## config.mk

```make
export PLATFORM = sky130hd
export DESIGN_NAME = game_ctrl
export DESIGN_NICKNAME = d
export VERILOG_FILES = /design/src/rtl/game_ctrl.sv
export SDC_FILE = /design/constraint.sdc
export NUM_CORES = 1
export LEC_CHECK = 0
export ABC_AREA = 1
export BUFFER_PORTS_ARGS = -buffer_cell sky130_fd_sc_hd__buf_4
export CORE_MARGIN = 2
export CORE_UTILIZATION = 62
export CTS_CLUSTER_DIAMETER = 40
export DETAILED_ROUTE_END_ITERATION = 16
export PLACE_DENSITY = 0.81
export SYNTH_ARGS = -nofsm -noshare
export SYNTH_HDL_FRONTEND = slang
export SYNTH_SLANG_ARGS = --single-unit
```

## constraint.sdc

```tcl
create_clock -name clk -period 7.3 [get_ports clk]
set_clock_uncertainty 0.15 [all_clocks]
set_input_delay 0.365 -clock clk [delete_from_list [all_inputs] [get_ports clk]]
set_output_delay 0.365 -clock clk [all_outputs]
set_load 0.01 [all_outputs]
```

## src/rtl/game_ctrl.sv

```systemverilog
// game_ctrl: light-cycle game sequencer. Owns the tile map write/read port, clears the map,
// places both players, resolves each move through a read/check/write pipeline and drives mode.
module game_ctrl #(
  parameter int          MAP_WIDTH  = 64,
  parameter int          MAP_HEIGHT = 48,
  parameter logic [5:0]  P1_X0      = 6'd16,
  parameter logic [5:0]  P2_X0      = 6'd47,
  parameter logic [5:0]  START_Y    = 6'd24
) (
  input  logic        clk,
  input  logic        rst_n,
  input  logic        start,
  input  logic        move_tick,
  input  logic [2:0]  dir1,
  input  logic [2:0]  dir2,
  output logic [11:0] map_addr,
  output logic        map_we,
  output logic [1:0]  map_wdata,
  input  logic [1:0]  map_rdata,
  output logic [1:0]  mode,
  output logic        busy
);

  localparam logic [5:0]  X_MAX    = 6'(MAP_WIDTH - 1);
  localparam logic [5:0]  Y_MAX    = 6'(MAP_HEIGHT - 1);
  localparam logic [11:0] CLR_LAST = {Y_MAX, X_MAX};

  localparam logic [2:0] DIR_WAIT  = 3'd0;
  localparam logic [2:0] DIR_RIGHT = 3'd1;
  localparam logic [2:0] DIR_LEFT  = 3'd2;
  localparam logic [2:0] DIR_UP    = 3'd3;
  localparam logic [2:0] DIR_DOWN  = 3'd4;

  localparam logic [1:0] TILE_EMPTY = 2'd0;
  localparam logic [1:0] TILE_P1    = 2'd1;
  localparam logic [1:0] TILE_P2    = 2'd2;
  localparam logic [1:0] TILE_FRAME = 2'd3;

  localparam logic [1:0] MODE_START = 2'd0;
  localparam logic [1:0] MODE_GAME  = 2'd1;
  localparam logic [1:0] MODE_P1WIN = 2'd2;
  localparam logic [1:0] MODE_P2WIN = 2'd3;

  typedef enum logic [3:0] {
    S_CLEAR, S_PLACE1, S_PLACE2, S_READY, S_WAIT,
    S_RD2, S_CHECK, S_WR1, S_WR2, S_WIN
  } state_t;

  function automatic logic [1:0] f_clear_tile(input logic [11:0] a);
    if (a[5:0] == 6'd0 || a[5:0] == X_MAX || a[11:6] == 6'd0 || a[11:6] == Y_MAX) begin
      return TILE_FRAME;
    end else begin
      return TILE_EMPTY;
    end
  endfunction

  // A request is taken only if it is a real direction and not a U-turn.
  function automatic logic [2:0] f_heading(input logic [2:0] cur, input logic [2:0] req);
    logic rev;
    case (cur)
      DIR_RIGHT: rev = (req == DIR_LEFT);
      DIR_LEFT:  rev = (req == DIR_RIGHT);
      DIR_UP:    rev = (req == DIR_DOWN);
      DIR_DOWN:  rev = (req == DIR_UP);
      default:   rev = 1'b0;
    endcase
    if (req == DIR_WAIT || req > DIR_DOWN || rev) begin
      return cur;
    end else begin
      return req;
    end
  endfunction

  function automatic logic [11:0] f_step(input logic [11:0] pos, input logic [2:0] head);
    logic [5:0] x;
    logic [5:0] y;
    x = pos[5:0];
    y = pos[11:6];
    case (head)
      DIR_RIGHT: x = x + 6'd1;
      DIR_LEFT:  x = x - 6'd1;
      DIR_UP:    y = y - 6'd1;
      DIR_DOWN:  y = y + 6'd1;
      default:   x = pos[5:0];
    endcase
    return {y, x};
  endfunction

  state_t      r_state, w_state_nxt;
  logic [11:0] r_map_addr, w_addr_nxt;
  logic        r_map_we, w_we_nxt;
  logic [1:0]  r_map_wdata, w_wdata_nxt;
  logic [1:0]  r_mode, w_mode_nxt;
  logic        r_busy, w_busy_nxt;
  logic [11:0] r_clr, w_clr_nxt;
  logic [11:0] r_pos1, w_pos1_nxt, r_pos2, w_pos2_nxt;
  logic [2:0]  r_head1, w_head1_nxt, r_head2, w_head2_nxt;
  logic [11:0] r_next1, w_next1_nxt, r_next2, w_next2_nxt;
  logic [1:0]  r_rd1, w_rd1_nxt;

  logic [2:0]  w_h1, w_h2;
  logic [11:0] w_next1, w_next2;
  logic        w_same, w_hit1, w_hit2;

  assign w_h1    = f_heading(r_head1, dir1);
  assign w_h2    = f_heading(r_head2, dir2);
  assign w_next1 = f_step(r_pos1, w_h1);
  assign w_next2 = f_step(r_pos2, w_h2);
  assign w_same  = (r_next1 == r_next2);
  assign w_hit1  = (r_rd1 != TILE_EMPTY) || w_same;
  assign w_hit2  = (map_rdata != TILE_EMPTY) || w_same;

  // The player-1 read must be on the bus in the tick cycle itself, so it bypasses the register.
  assign map_addr  = (r_state == S_WAIT) ? w_next1 : r_map_addr;
  assign map_we    = r_map_we;
  assign map_wdata = r_map_wdata;
  assign mode      = r_mode;
  assign busy      = r_busy;

  // Next-state and next-register values for the sequencer.
  always_comb begin
    w_state_nxt = r_state;
    w_addr_nxt  = r_map_addr;
    w_we_nxt    = 1'b0;
    w_wdata_nxt = TILE_EMPTY;
    w_mode_nxt  = r_mode;
    w_busy_nxt  = 1'b0;
    w_clr_nxt   = r_clr;
    w_pos1_nxt  = r_pos1;
    w_pos2_nxt  = r_pos2;
    w_head1_nxt = r_head1;
    w_head2_nxt = r_head2;
    w_next1_nxt = r_next1;
    w_next2_nxt = r_next2;
    w_rd1_nxt   = r_rd1;
    case (r_state)
      S_CLEAR: begin
        w_we_nxt    = 1'b1;
        w_addr_nxt  = r_clr;
        w_wdata_nxt = f_clear_tile(r_clr);
        if (r_clr == CLR_LAST) begin
          w_clr_nxt   = 12'd0;
          w_state_nxt = S_PLACE1;
        end else if (r_clr[5:0] == X_MAX) begin
          w_clr_nxt = {r_clr[11:6] + 6'd1, 6'd0};
        end else begin
          w_clr_nxt = r_clr + 12'd1;
        end
      end
      S_PLACE1: begin
        w_we_nxt    = 1'b1;
        w_addr_nxt  = {START_Y, P1_X0};
        w_wdata_nxt = TILE_P1;
        w_pos1_nxt  = {START_Y, P1_X0};
        w_pos2_nxt  = {START_Y, P2_X0};
        w_head1_nxt = DIR_RIGHT;
        w_head2_nxt = DIR_LEFT;
        w_state_nxt = S_PLACE2;
      end
      S_PLACE2: begin
        w_we_nxt    = 1'b1;
        w_addr_nxt  = {START_Y, P2_X0};
        w_wdata_nxt = TILE_P2;
        w_state_nxt = S_READY;
      end
      S_READY: begin
        if (start) begin
          w_mode_nxt  = MODE_GAME;
          w_state_nxt = S_WAIT;
        end else begin
          w_mode_nxt  = MODE_START;
        end
      end
      S_WAIT: begin
        if (move_tick) begin
          w_head1_nxt = w_h1;
          w_head2_nxt = w_h2;
          w_next1_nxt = w_next1;
          w_next2_nxt = w_next2;
          w_addr_nxt  = w_next2;
          w_busy_nxt  = 1'b1;
          w_state_nxt = S_RD2;
        end else begin
          w_state_nxt = S_WAIT;
        end
      end
      S_RD2: begin
        w_rd1_nxt   = map_rdata;
        w_busy_nxt  = 1'b1;
        w_state_nxt = S_CHECK;
      end
      S_CHECK: begin
        if (w_hit1 && w_hit2) begin
          w_mode_nxt  = MODE_START;
          w_clr_nxt   = 12'd0;
          w_state_nxt = S_CLEAR;
        end else if (w_hit1) begin
          w_mode_nxt  = MODE_P2WIN;
          w_state_nxt = S_WIN;
        end else if (w_hit2) begin
          w_mode_nxt  = MODE_P1WIN;
          w_state_nxt = S_WIN;
        end else begin
          w_we_nxt    = 1'b1;
          w_addr_nxt  = r_next1;
          w_wdata_nxt = TILE_P1;
          w_busy_nxt  = 1'b1;
          w_state_nxt = S_WR1;
        end
      end
      S_WR1: begin
        w_we_nxt    = 1'b1;
        w_addr_nxt  = r_next2;
        w_wdata_nxt = TILE_P2;
        w_busy_nxt  = 1'b1;
        w_state_nxt = S_WR2;
      end
      S_WR2: begin
        w_pos1_nxt  = r_next1;
        w_pos2_nxt  = r_next2;
        w_state_nxt = S_WAIT;
      end
      S_WIN: begin
        if (start) begin
          w_mode_nxt  = MODE_START;
          w_clr_nxt   = 12'd0;
          w_state_nxt = S_CLEAR;
        end else begin
          w_state_nxt = S_WIN;
        end
      end
      default: begin
        w_clr_nxt   = 12'd0;
        w_state_nxt = S_CLEAR;
      end
    endcase
  end

  // State register.
  always_ff @(posedge clk or negedge rst_n) begin
    if (!rst_n) begin
      r_state <= S_CLEAR;
    end else begin
      r_state <= w_state_nxt;
    end
  end

  // Registered outputs and game datapath.
  always_ff @(posedge clk or negedge rst_n) begin
    if (!rst_n) begin
      r_map_addr  <= 12'd0;
      r_map_we    <= 1'b0;
      r_map_wdata <= TILE_EMPTY;
      r_mode      <= MODE_START;
      r_busy      <= 1'b0;
      r_clr       <= 12'd0;
      r_pos1      <= {START_Y, P1_X0};
      r_pos2      <= {START_Y, P2_X0};
      r_head1     <= DIR_RIGHT;
      r_head2     <= DIR_LEFT;
      r_next1     <= 12'd0;
      r_next2     <= 12'd0;
      r_rd1       <= TILE_EMPTY;
    end else begin
      r_map_addr  <= w_addr_nxt;
      r_map_we    <= w_we_nxt;
      r_map_wdata <= w_wdata_nxt;
      r_mode      <= w_mode_nxt;
      r_busy      <= w_busy_nxt;
      r_clr       <= w_clr_nxt;
      r_pos1      <= w_pos1_nxt;
      r_pos2      <= w_pos2_nxt;
      r_head1     <= w_head1_nxt;
      r_head2     <= w_head2_nxt;
      r_next1     <= w_next1_nxt;
      r_next2     <= w_next2_nxt;
      r_rd1       <= w_rd1_nxt;
    end
  end

endmodule

```

==> metrics <==
count of nets after finishing 801; class of the tightest hold or removal check in -> reg; FF-to-FF End r_map_addr[11]; Crit path required time 6.78 ns; PnR Total Power 970.0 uW; clk root buf clkbuf_8; fraction of synthesized area in multiplexers 0.3791%; R2R Setup Slk 3.54 ns; CTS H-Tree Depth 3; Cell Int Power 717.5 uW; Synth Area in XOR/XNOR 3.591%; simple logic cell fraction of the synthesized area 22.68%; antenna viol nets, final 0; proportion of power drawn by combinational gates 11.4%; endpoints failing hold 0; residual overflow from global routing 0; Starting DRT DRC Count 487; global-route wire length before repair 24920 um; Leak Pwr 0.003074 uW; Slew HR 6.232%; #FFs+latches synth 90; number of I/O pins 30; WHS Endpoint r_rd1[0]; PD cells 157.9 nW/um^2; number of rows created at floorplan 34; initial antenna violation count 0; GR Util All Layers 31.98%; compound-gate portion of the synthesized area 18.04%; largest net degree at the start of global routing 72; insertion delay to the later sink of the worst-skew pair 0.37 ns; core region area 8763 um^2; Total Die Area 9826 um^2; sum of negative setup slack 0 ns; startpoint of the most critical register-to-register path r_head2[1]; Worst Tran Pin Value 1.397 ns; run status finished clean; fin util 70.09%; Resized Gates After CTS 0; DRC Markers 0; unrepaired setup endpoints after global routing no; total number of vias 5306; switching power summed over all nets 252.6 uW; hold path cells 3; leading register cell type out of synthesis dfrtp_1; async set-or-reset flop fraction in the synthesized netlist 100.0%; 1st-pass router iterations 5; number of cells on the worst reg-to-reg path 21; startpoint kind of the worst setup timing path flop; vias in the first global route 5100; critical-path maximum fanout 6; final weighted congestion in routability-driven placement 0.9375; crit path time final 4.301 ns; Detailed Place HPWL 10630 um; leading cell types in the layout, fill and taps excluded 153 x nand2_1, 113 x inv_1, 78 x dfrtp_1; Critical Path Sink Type output port; CTS tree done; number of flops mapped to enable cells by yosys 0; share of the cycle needed by the critical path after routing 58.91%; Synthesis Warnings 0; Vert. Die Dim 99.13 um; syn_nets 772; number of pins exceeding their max-slew limit in the final report 0; total area of sequential cells 2267 um^2; main combinational cell family by area after synthesis simple AND/OR/NAND/NOR gates; Switching Fraction 26.04%; MaxCap Viol Count 0; growth of design area from synthesis to finish 9.478%; final routed wire length divided by cell count 17.16 um; total routed wirelength 15050 um; fill cell count 709; Seq pwr share 51.4%; Post-Synthesis Mean Instance Area 7.633 um^2; crit path kind reg -> out; Post-Synthesis Cells 735; Clk pin slew, worst setup/hold paths 0.09 ns; maximum achievable frequency 0.2325 GHz; largest buffer count on any clock path 2; fraction of final layout cells with drive strength greater than 1 10.92%; total area of multi-input combinational cells 2843 um^2; IR Drop Worst-Case VDD 0.0001326 V; post-DR vias/cell 6.050; adder and majority cell fraction of the synthesized area 5.977%; starting density of the core 64.02%; Diodes inserted 0; clock sink count 90; Die Wd 99.13 um; Post-Synthesis Cell Area 5610 um^2; most common library cell in the layout ignoring fill and taps nand2_1; cts bufs inserted 9; final setup vio count 0; fraction of the yosys area taken by sequential cells 40.41%; share of total power in the clock network 37.2%; Hold Crit Start map_rdata[0]; arrival time worst endpoint 3.79 ns; count of input and output buffers 29; number of distinct library cells after synthesis 49
-- per-stage QoR --
step                      cells  setup WS (ns)  hold slack [ns]  area (um^2)
after floorplan             735          3.976         -0.08059         5610
after global placement      860          3.534           0.1098         5924
after detailed placement    860          3.330           0.1083         5924
after CTS                   877          3.026           0.1500         6142
after global routing        877          2.719           0.1675         6142
final                       877          2.999           0.1466         6142
-- power by group through the flow --
stage / sequential (uW) / combinational [uW] / clock [uW]
floorplan: 508 / 73.4 / 0
global placement: 508 / 105 / 0
detailed placement: 508 / 109 / 0
CTS: 498 / 110 / 364
global route: 498 / 127 / 382
finish: 498 / 111 / 361
-- what timing repair did --
action                                 CTS  global route
hold buffers                             1             0
buffers inserted                         0             0
endpoints found under the hold margin   19             0
-- kinds of logic after synthesis --
family,Yosys count
AO/OA/AOI/OAI,174
AND/OR/NAND/NOR,290
flip-flops,90
multiplexers,2
buffers and inverters,131
XOR/XNOR,23
adder cells (fa/ha/maj),25
-- critical path, cell delays in order (launching register included) --
cell and delay (ns):
dfstp_2 0.56, inv_1 0.07, nor3_1 0.17, nor2_1 0.06, nand4_1 0.10, nand2_2 0.11, o21ai_2 0.23, inv_1 0.10
nor3_2 0.31, ha_1 0.35, a21oi_1 0.16, nand2_1 0.10, a21oi_1 0.14, inv_1 0.05, a21oi_1 0.15, o21ai_0 0.11
o21ai_1 0.11, xor2_1 0.24, nand2_1 0.07, nand2_1 0.09, buf_4 0.13
-- sequential cells by signal (all words and copies together) (netlist names), 4 cells and up --
register / flops
r_pos2: 12
r_clr: 12
r_next2: 12
r_state: 4
r_map_addr: 12
r_pos1: 12
r_next1: 12
-- how the worst max path moves through the flow --
| stage | slack, ns | depth (start not counted) | endpoint | from |
|---|---|---|---|---|
| after global placement | 3.53 | 21 | map_addr[5] | dir1[2] |
| final | 3.00 | 20 | map_addr[5] | r_head1[0] |
| after detailed placement | 3.33 | 21 | map_addr[5] | dir1[2] |
| after CTS | 3.03 | 20 | map_addr[5] | r_head1[0] |
| after global routing | 2.72 | 20 | map_addr[5] | r_head1[0] |
| after floorplan | 3.98 | 19 | map_addr[5] | r_head1[0] |
-- layout make-up --
cell class / count / share of cell area (%)
clock buffer: 14 / 2.811
clock inverter: 2 / 0.5704
inverter: 115 / 7.028
multi-input combinational: 514 / 46.28
sequential: 90 / 36.91
tap: 108 / 2.200
timing repair buffer: 34 / 4.196
-- cells in the mapped netlist, drive strengths merged, types with 2 or more instances --
master | count | area [um^2]
o21ai | 79 | 402.9
a221oi | 4 | 35.03
a22oi | 6 | 45.04
a21oi | 37 | 188.9
fa | 3 | 60.06
nand3 | 33 | 177.7
o41ai | 2 | 17.52
nor4 | 3 | 18.77
xnor2 | 4 | 35.03
nor3 | 13 | 70.07
o2111ai | 2 | 17.52
dfrtp | 78 | 1952
o211ai | 3 | 22.52
clkbuf | 13 | 48.80
dfstp | 12 | 315.3
inv | 115 | 431.7
nor2 | 57 | 221.5
xor2 | 19 | 166.4
o22ai | 24 | 150.1
nand4 | 16 | 100.1
a211oi | 3 | 22.52
a31oi | 5 | 31.28
buf | 3 | 20.01
nand2 | 166 | 670.6
ha | 22 | 275.3
-- per-layer routing --
layer  vias to the layer above  routed length (um)  track usage (%)
met5                         -                   0                0
met4                         0                 498            12.54
li1                       2518                   -                -
met2                       252                6854            50.10
met1                      2495                6518            44.07
met3                        41                1177            6.606
Note: power is estimated with default switching activity, not from simulation.
